[config.mk]
export PLATFORM = sky130hd
export DESIGN_NAME = divider_unit_flat
export DESIGN_NICKNAME = d
export VERILOG_FILES = /design/src/rtl/divider_unit_if.sv /design/src/rtl/divider_unit.sv /design/src/flat_wrapper.sv
export SDC_FILE = /design/constraint.sdc
export NUM_CORES = 1
export LEC_CHECK = 0
export ABC_AREA = 1
export BUFFER_PORTS_ARGS = -buffer_cell sky130_fd_sc_hd__buf_4
export CORE_ASPECT_RATIO = 0.7
export CORE_MARGIN = 1.5
export CORE_UTILIZATION = 40
export CTS_CLUSTER_DIAMETER = 150
export DETAILED_ROUTE_END_ITERATION = 8
export SYNTH_ARGS = -nofsm -noshare
export SYNTH_HDL_FRONTEND = slang
export SYNTH_SLANG_ARGS = --single-unit
[constraint.sdc]
create_clock -name clk -period 10.7 [get_ports clk]
set_input_delay 1.605 -clock clk [delete_from_list [all_inputs] [get_ports clk]]
set_output_delay 1.605 -clock clk [all_outputs]
set_load 0.05 [all_outputs]
[src/rtl/divider_unit_if.sv]
// Operand/result bundle between the execute stage (master) and the divider (slave).
interface divider_unit_if;
    logic        stall;
    logic        start;
    logic [31:0] rs1_value;
    logic [31:0] rs2_value;
    logic [1:0]  ctrl;
    logic        busy;
    logic        done;
    logic [31:0] ans;

    modport master (
        output stall, start, rs1_value, rs2_value, ctrl,
        input  busy, done, ans
    );

    modport slave (
        input  stall, start, rs1_value, rs2_value, ctrl,
        output busy, done, ans
    );
endinterface

[src/rtl/divider_unit.sv]
// Iterative radix-2 restoring divider for RV32M DIV/DIVU/REM/REMU.
// Divides magnitudes over 32 cycles, then fixes signs and holds the result until released.
module divider_unit (
    input  logic          clk,
    input  logic          resetn,
    divider_unit_if.slave bus
);
    localparam logic [1:0] IDLE = 2'd0;
    localparam logic [1:0] RUN  = 2'd1;
    localparam logic [1:0] FIX  = 2'd2;
    localparam logic [1:0] DONE = 2'd3;

    logic [1:0]  state;
    logic [31:0] quo;
    logic [31:0] rem;
    logic [31:0] divisor;
    logic [31:0] ans_r;
    logic [4:0]  count;
    logic        is_rem;
    logic        neg_q;
    logic        neg_r;

    logic        signed_op;
    logic        a_neg;
    logic        b_neg;
    logic [31:0] a_mag;
    logic [31:0] b_mag;
    logic        div_zero;
    logic        overflow;
    logic [32:0] shifted;
    logic [32:0] diff;
    logic [31:0] q_final;
    logic [31:0] r_final;

    always_comb begin
        signed_op = ~bus.ctrl[0];
        a_neg     = signed_op & bus.rs1_value[31];
        b_neg     = signed_op & bus.rs2_value[31];
        a_mag     = a_neg ? -bus.rs1_value : bus.rs1_value;
        b_mag     = b_neg ? -bus.rs2_value : bus.rs2_value;
        div_zero  = (bus.rs2_value == 32'd0);
        overflow  = signed_op && (bus.rs1_value == 32'h8000_0000) && (bus.rs2_value == 32'hFFFF_FFFF);
    end

    // The partial remainder is always below the divisor, so a 33-bit difference
    // never wraps and its top bit is a reliable sign.
    always_comb begin
        shifted = {rem, quo[31]};
        diff    = shifted - {1'b0, divisor};
        q_final = neg_q ? -quo : quo;
        r_final = neg_r ? -rem : rem;
    end

    always_ff @(posedge clk) begin
        if (!resetn) begin
            state <= IDLE;
            ans_r <= 32'd0;
            count <= 5'd0;
        end else begin
            case (state)
                IDLE: begin
                    if (bus.start) begin
                        is_rem  <= bus.ctrl[1];
                        neg_q   <= a_neg ^ b_neg;
                        neg_r   <= a_neg;
                        quo     <= a_mag;
                        divisor <= b_mag;
                        rem     <= 32'd0;
                        count   <= 5'd0;
                        if (div_zero) begin
                            ans_r <= bus.ctrl[1] ? bus.rs1_value : 32'hFFFF_FFFF;
                            state <= DONE;
                        end else if (overflow) begin
                            ans_r <= bus.ctrl[1] ? 32'd0 : 32'h8000_0000;
                            state <= DONE;
                        end else begin
                            state <= RUN;
                        end
                    end
                end
                RUN: begin
                    rem   <= diff[32] ? shifted[31:0] : diff[31:0];
                    quo   <= {quo[30:0], ~diff[32]};
                    count <= count + 5'd1;
                    if (count == 5'd31)
                        state <= FIX;
                end
                FIX: begin
                    ans_r <= is_rem ? r_final : q_final;
                    state <= DONE;
                end
                DONE: begin
                    if (!bus.stall)
                        state <= IDLE;
                end
                default: state <= IDLE;
            endcase
        end
    end

    assign bus.busy = resetn & (((state == IDLE) & bus.start) | (state == RUN) | (state == FIX));
    assign bus.done = (state == DONE);
    assign bus.ans  = ans_r;
endmodule

[src/flat_wrapper.sv]
// flat-port wrapper written by rule: the top's interface ports become plain ports
module divider_unit_flat 
  (clk, resetn, bus_stall, bus_start, bus_rs1_value, bus_rs2_value, bus_ctrl, bus_busy, bus_done, bus_ans);
  divider_unit_if bus_i ();
  input  logic clk;
  input  logic resetn;
  input wire logic [$bits(bus_i.stall)-1:0] bus_stall;
  input wire logic [$bits(bus_i.start)-1:0] bus_start;
  input wire logic [$bits(bus_i.rs1_value)-1:0] bus_rs1_value;
  input wire logic [$bits(bus_i.rs2_value)-1:0] bus_rs2_value;
  input wire logic [$bits(bus_i.ctrl)-1:0] bus_ctrl;
  output wire logic [$bits(bus_i.busy)-1:0] bus_busy;
  output wire logic [$bits(bus_i.done)-1:0] bus_done;
  output wire logic [$bits(bus_i.ans)-1:0] bus_ans;
  assign bus_i.stall = bus_stall;
  assign bus_i.start = bus_start;
  assign bus_i.rs1_value = bus_rs1_value;
  assign bus_i.rs2_value = bus_rs2_value;
  assign bus_i.ctrl = bus_ctrl;
  assign bus_busy = bus_i.busy;
  assign bus_done = bus_i.done;
  assign bus_ans = bus_i.ans;
  divider_unit u_core (.clk(clk), .resetn(resetn), .bus(bus_i));
endmodule
==> results of run 1 <==
==> cells in the mapped netlist (all sizes together) <==
| master | number | area (sq um) |
|---|---|---|
| nand2 | 545 | 2150 |
| nor2 | 357 | 1460 |
| inv | 282 | 1060 |
| nand3 | 230 | 1180 |
| o21ai | 128 | 648 |
| a21oi | 110 | 581 |
| edfxtp | 99 | 2970 |
| ha | 43 | 538 |
| dfxtp | 39 | 781 |
| xor2 | 34 | 298 |
| nand4 | 32 | 215 |
| clkbuf | 30 | 113 |
| buf | 28 | 209 |
| nor3 | 16 | 96.4 |
| o21bai | 11 | 82.6 |
| xnor2 | 11 | 96.3 |
| o211ai | 7 | 52.6 |
| or2 | 7 | 43.8 |
| nand3b | 6 | 45.0 |
| a31oi | 4 | 25.0 |
| clkinv | 4 | 15.0 |
| a21o | 3 | 22.5 |
| o22ai | 3 | 18.8 |
| a211oi | 1 | 7.51 |
| a31o | 1 | 8.76 |
| and2 | 1 | 6.26 |
| fa | 1 | 20.0 |
| nor4 | 1 | 6.26 |
| o21a | 1 | 7.51 |
| o31ai | 1 | 7.51 |
| o41ai | 1 | 8.76 |
==> per-stage QoR <==
stage	power, mW	setup slack, ns
2_1_floorplan	2.27	5.37
3_3_place_gp	2.74	6.23
3_5_place_dp	2.76	6.19
4_1_cts	3.38	6.39
5_1_grt	3.66	6.20
6_report	3.40	6.37
==> worst min-delay path, cell delays in order (launching register included) <==
cell     delay (ns)
dfxtp_1        0.32
nand2_1        0.06
a21oi_1        0.05
==> power breakdown <==
group          leakage (nW)  switching [mW]  total, mW  internal [mW]
combinational          5.34            1.30       1.86          0.555
clock                 0.293           0.285      0.619          0.334
sequential             1.25           0.139      0.919          0.780
total                  6.88            1.73       3.40           1.67
==> worst min path at each step <==
stage,from,depth (start not counted),end
CTS,u_core.count[4]$_SDFFE_PN0P_,2,u_core.count[4]$_SDFFE_PN0P_
finish,u_core.count[4]$_SDFFE_PN0P_,2,u_core.count[4]$_SDFFE_PN0P_
global route,u_core.bus.ans[4]$_SDFFE_PN0P_,2,u_core.bus.ans[4]$_SDFFE_PN0P_
detailed placement,u_core.count[4]$_SDFFE_PN0P_,2,u_core.count[4]$_SDFFE_PN0P_
global placement,u_core.count[4]$_SDFFE_PN0P_,2,u_core.count[4]$_SDFFE_PN0P_
floorplan,u_core.count[4]$_SDFFE_PN0P_,2,u_core.count[4]$_SDFFE_PN0P_
==> logic make-up after synthesis <==
group                    count (synthesis)
buffers and inverters                  344
AO/OA/AOI/OAI                          271
adder cells (fa/ha/maj)                 44
flip-flops                             138
AND/OR/NAND/NOR                       1195
XOR/XNOR                                45
==> metal layers <==
metal	vias up	GRT usage	part of all wire
met5	-	0	0.00062
met4	4	0.0536	0.014
met3	47	0.0754	0.11
met2	587	0.348	0.39
met1	6299	0.414	0.49
li1	6724	-	-
==> area by class of cell <==
class / instances / area share
clock inverters: 15 / 0.0122
well taps: 420 / 0.0364
multi-input cells: 1555 / 0.529
clock buffers: 17 / 0.0295
inverters: 286 / 0.0744
flip-flops and latches: 138 / 0.260
repair buffers: 112 / 0.0583
==> state kept, by name, summed over array words and instances (netlist names) <==
name / count
u_core.rem: 32
u_core.divisor: 32
u_core.neg_q: 1
u_core.quo: 32
u_core.neg_r: 1
u_core.state: 2
u_core.count: 5
u_core.bus.ans: 32
u_core.is_rem: 1
==> summary.md, run 1 <==
| Metric | Value |
|---|---|
| Relative slew slack | 0.317 |
| Vias/cell | ~5.4 |
| Initial antenna violation count | 1 |
| Antenna Nets Post-Route | 0 |
| Final hold slack | roughly 0.48 ns |
| Hold Vio Cnt, Final | 0 |
| Cell repeated most along the worst path | buf_4 |
| TritonCTS buffer count | 17 |
| Number of global-route vias before repair | between 10000 and 15000 |
| Rows | 54 |
| Routed vias | around 14000 |
| Synth Area in XOR/XNOR | 0.0309 |
| Syn_area_per_cell | approximately 6.3 sq um |
| Routability Congestion | 0.972 |
| Final setup viols | 0 |
| Setup crit start kind | input port |
| Status | completed |
| Period utilization | 0.405 |
| Post-CTS sizing | 0 |
| Compound-Gate Fraction of Synth Area | 0.115 |
| Height of the die | around 150 um |
| Area of the multi-input gates | roughly 7600 sq um |
| Crit Path Category | in2out |
| Fillers | around 3300 |
| Syn. warnings | 0 |
| Maxcap violations | 0 |
| Utilization after layout | 0.461 |
| Min Tclk post-route | 4.33 ns |
| Starting Density | 0.408 |
| PD cells | 235 nW/um^2 |
| Setup crit start | resetn |
| IO buf count | 103 |
| Synth Area in Simple Gates | 0.407 |
| CP Capture Type | primary output |
| R2R setup slack | between 7 and 8 ns |
| Setup TNS | 0 ns |
| Worst IR Drop VDD | 0.256 mV |
| Unrepaired setup endpoints after global routing | no |
| Final std cells w/o fill | between 2000 and 3000 |
| First-pass GRT wire length | between 60 and 70 mm |
| H-tree levels | 4 |
| Worst r2r path cells | 15 |
| CTS root buffer | clkbuf_16 |
| DRT Pass-1 Iters | 6 |
| Post-synthesis cell count | 2037 |
| Post-synth design cell area | 12800 sq um |
| Largest family of logic cells by synthesized area | simple AND/OR/NAND/NOR gates |
| Detailed Place HPWL | 34.5 mm |
| Die area | 33000 sq um |
| FMAX | 0.231 GHz |
| Fin nets | 2224 |
| Hold Path Class | reg2reg |
| Seq/Total Area, Yosys | 0.294 |
| I/O pins | 104 |
| Sequential cell area | 3750 sq um |
| Adder-Cell Fraction of Synth Area | 0.0437 |
| Layout overhead on the synthesized area | 13.1% |
| Final wirelength | 43.2 mm |
| Flops & latches, synth | ~140 |
| Total grt overflow | 0 |
| Wire length per cell | between 15 and 20 um |
| Antenna diodes | 0 |
| Skew final | 0.00876 ns |
| Crit path required time | 9.10 ns |
| Worst r2r src | u_core.quo[31]$_DFFE_PP_ |
| Die width | 217 um |
| Buffer depth of the longest clock path | 2 |
| Post-CTS Hold Fix Bufs | 0 |
| Number of cells on the critical path | 4 |
| Static leakage | 6.88 nW |
| TritonCTS Sinks | around 140 |
| Worst Setup EP | bus_busy |
| Critical R2R Capture | u_core.rem[25]$_SDFFCE_PN0P_ |
| Dpl cell area | ~14000 sq um |
| Largest net degree at the start of global routing | 65 |
| DRT iter0 DRCs | 1435 |
| Clk_lat worst skew | roughly 0.46 ns |
| Share of layout cells above drive strength 1 | 0.108 |
| CP Data Arrival Time | 2.73 ns |
| Crit path cell chain | buf_4, inv_1, a31oi_1, buf_4 |
| Worst stage delay on the critical path | between 0.3 and 0.4 ns |
| Clock-pin slew on the worst setup and hold paths | 0.07 ns |
| Commonest cells after routing, fill and taps aside | nand2_1 (528), nor2_1 (316), inv_1 (277) |
| Core area | 31300 sq um |
| Worst-Margin Slew | 1.02 ns |
| Critical Path Fanout Max | 27 |
| Delay-heaviest family, CP | buffers and inverters |
| Synth unique cells | 50 |
| Worst path bufs/invs | 3 |
| Post-synthesis mux area share | 0 |
| Syn nets | 2151 |
| Fin. max-slew vios | 0 |
| Cell Count Post-Placement | between 2000 and 3000 |
| DRC viols | 0 |
| GRT Overall Usage | 0.264 |
| Most common cell after layout, fill and taps aside | nand2_1 |
| Worst path slowest cell | inv_1 |
| Design Area, Final | 14400 sq um |
| CTS tree | done |
| Setup bufs post-CTS | 0 |
(Power assumes the default switching activity.)
==> inputs of run 2 (changes only) <==
==> constraint.sdc (replaced) <==
create_clock -name clk -period 4.2 [get_ports clk]
set_input_delay 0.63 -clock clk [delete_from_list [all_inputs] [get_ports clk]]
set_output_delay 0.63 -clock clk [all_outputs]
set_load 0.05 [all_outputs]
==> run 2 against run 1 <==
Against the previous run:
- final cell count about the same
- hold slack got worse by 0.10 ns
- combinational power increased to 2.6 times the previous value
- critical path depth increased by 4
- sequential cell count unchanged
- setup slack got worse by 5.1 ns
==> summary.md, run 2 (synthesized netlist as in run 1, its figures left out) <==
| Metric | Value |
|---|---|
| Routability Congestion | 0.998 (+2.7%) |
| Height of the die | 152 um (unchanged) |
| Die area | 33000 sq um (unchanged) |
| Utilization after layout | 0.462 (+0.000840) |
| Routed vias | 13600 (-0.77%) |
| Setup crit start kind | register |
| Skew final | 0.0134 ns (+0.00464 ns) |
| Vias/cell | 5.33 (-0.85%) |
| Critical R2R Capture | u_core.bus.ans[16]$_SDFFE_PN0P_ |
| Starting Density | 0.408 (unchanged) |
| Fin nets | 2226 (+0.090%) |
| Clock-pin slew on the worst setup and hold paths | 0.06 ns (about the same) |
| Hold Path Depth | 1 (-1) |
| Most common cell after layout, fill and taps aside | nand2_1 |
| Setup bufs post-CTS | 0 (unchanged) |
| Area of the multi-input gates | 7640 sq um (unchanged) |
| Fin. max-slew vios | 0 (unchanged) |
| Share of layout cells above drive strength 1 | 0.109 (+0.000369) |
| Wire length per cell | 17.0 um (about the same) |
| Hold Path Class | in2reg |
| Highest metal used | met4 |
| I/O pins | 104 (unchanged) |
| Worst r2r src | u_core.neg_r$_DFFE_PP_ |
| Worst-Margin Slew | 1.01 ns (-0.0170 ns) |
| PD cells | 603 nW/um^2 (+160%) |
| Final setup viols | 0 (unchanged) |
| Hold Vio Cnt, Final | 0 (unchanged) |
| Setup TNS | 0 ns (unchanged) |
| Status | completed |
| Largest net degree at the start of global routing | 65 (unchanged) |
| FMAX | 0.337 GHz |
| Core area | 31300 sq um (unchanged) |
| Relative slew slack | 0.329 (+0.0121) |
| Metal1 wirelength | 21.3 mm (about the same) |
| Detail Route met3 WL | 4.77 mm (+2.4%) |
| Critical Path Fanout Max | 31 (+15%) |
| Setup crit start | u_core.neg_r$_DFFE_PP_ |
| R2R setup slack | 1.23 ns (-6.39 ns) |
| DRT Pass-1 Iters | 6 (unchanged) |
| Period utilization | 0.707 |
| Antenna diodes | 0 (unchanged) |
| Metal2 WL | 16.5 mm (-0.72%) |
| GRT Overall Usage | 0.264 (+0.000612) |
| Static leakage | 6.88 nW (+0.11%) |
| Antenna Nets Post-Route | 0 (unchanged) |
| Buffer depth of the longest clock path | 2 (unchanged) |
| DRC viols | 0 (unchanged) |
| Initial antenna violation count | 1 (unchanged) |
| IO buf count | 103 (unchanged) |
| Worst Setup EP | u_core.bus.ans[16]$_SDFFE_PN0P_ |
| Unrepaired setup endpoints after global routing | no |
| Sequential cell area | 3750 sq um (unchanged) |
| Worst r2r path cells | 8 (-7) |
| DRT iter0 DRCs | 1466 (+2.2%) |
| Post-CTS Hold Fix Bufs | 0 (unchanged) |
| Post-CTS sizing | 0 (unchanged) |
| Clk_lat worst skew | 0.46 ns (about the same) |
| TritonCTS buffer count | 17 (unchanged) |
| Min Tclk post-route | 2.97 ns |
| H-tree levels | 4 (unchanged) |
| Rows | 54 (unchanged) |
| Worst IR Drop VDD | 0.546 mV (+110%) |
| Crit Path Category | reg2reg |
| Number of global-route vias before repair | 12200 (-0.12%) |
| Die width | 217 um (unchanged) |
| Fillers | 3297 (+1.3%) |
| Total grt overflow | 0 (unchanged) |
| TritonCTS Sinks | 138 (unchanged) |
| Layout overhead on the synthesized area | 13.3% |
| Detailed Place HPWL | 34.6 mm (+0.24%) |
| Maxcap violations | 0 (unchanged) |
| CP Capture Type | register |
| CTS root buffer | clkbuf_16 |
| Final wirelength | 43.2 mm (about the same) |
| Crit path required time | 4.59 ns (-4.51 ns) |
| Commonest cells after routing, fill and taps aside | nand2_1 (528), nor2_1 (316), inv_1 (277) |
| CTS tree | done |
| First-pass GRT wire length | 67.3 mm (-0.53%) |
| CP Data Arrival Time | 3.36 ns (+0.63 ns) |
==> run 2: through the flow <==
stage / hold slack (ns) / instances / area, sq um / total power [mW] / setup slack (ns)
after floorplan: 0.445 / 2037 / 12800 / 5.78 / 0.810
after global placement: 0.453 / 2513 / 13800 / 6.98 / 1.08
after detailed placement: 0.463 / 2513 / 13800 / 7.03 / 1.05
after CTS: 0.359 / 2545 / 14500 / 8.68 / 1.33
after global routing: 0.370 / 2545 / 14500 / 9.37 / 0.909
final: 0.376 / 2545 / 14500 / 8.71 / 1.23
==> run 2: worst max-delay path, stage by stage (launching register included) <==
cell	delay (ns)
edfxtp_1	1.01
clkinv_1	0.59
a21oi_1	0.30
nor2_1	0.18
nand2_1	0.11
nand3_1	0.09
a21oi_1	0.42
nor2_1	0.11
nor2_1	0.09
==> run 2: how the worst min path moves through the flow <==
stage | end | slack [ns] | startpoint
2_1_floorplan | u_core.count[4]$_SDFFE_PN0P_ | 0.45 | u_core.count[4]$_SDFFE_PN0P_
3_3_place_gp | u_core.count[4]$_SDFFE_PN0P_ | 0.45 | u_core.count[4]$_SDFFE_PN0P_
3_5_place_dp | u_core.count[4]$_SDFFE_PN0P_ | 0.46 | u_core.count[4]$_SDFFE_PN0P_
4_1_cts | u_core.divisor[0]$_DFFE_PP_ | 0.36 | bus_rs2_value[0]
5_1_grt | u_core.divisor[0]$_DFFE_PP_ | 0.37 | bus_rs2_value[0]
6_report | u_core.divisor[0]$_DFFE_PP_ | 0.38 | bus_rs2_value[0]
==> run 2: layout make-up <==
type                       count  area share
tap                          420      0.0363
sequential                   138       0.260
inverter                     286      0.0742
clock buffer                  17      0.0294
multi-input combinational   1555       0.528
timing repair buffer         114      0.0592
clock inverter                15      0.0130
==> run 2: power breakdown <==
| part | switching (mW) | internal, mW | leakage [nW] |
|---|---|---|---|
| registers | 0.345 | 1.99 | 1.25 |
| logic | 3.33 | 1.42 | 5.34 |
| clock network | 0.688 | 0.945 | 0.292 |
| total | 4.36 | 4.35 | 6.88 |
==> run 2: metal layers <==
metal	track usage	vias up
met2	0.354	537
met1	0.406	6249
met4	0.0635	0
met5	0	-
li1	-	6726
met3	0.0780	44
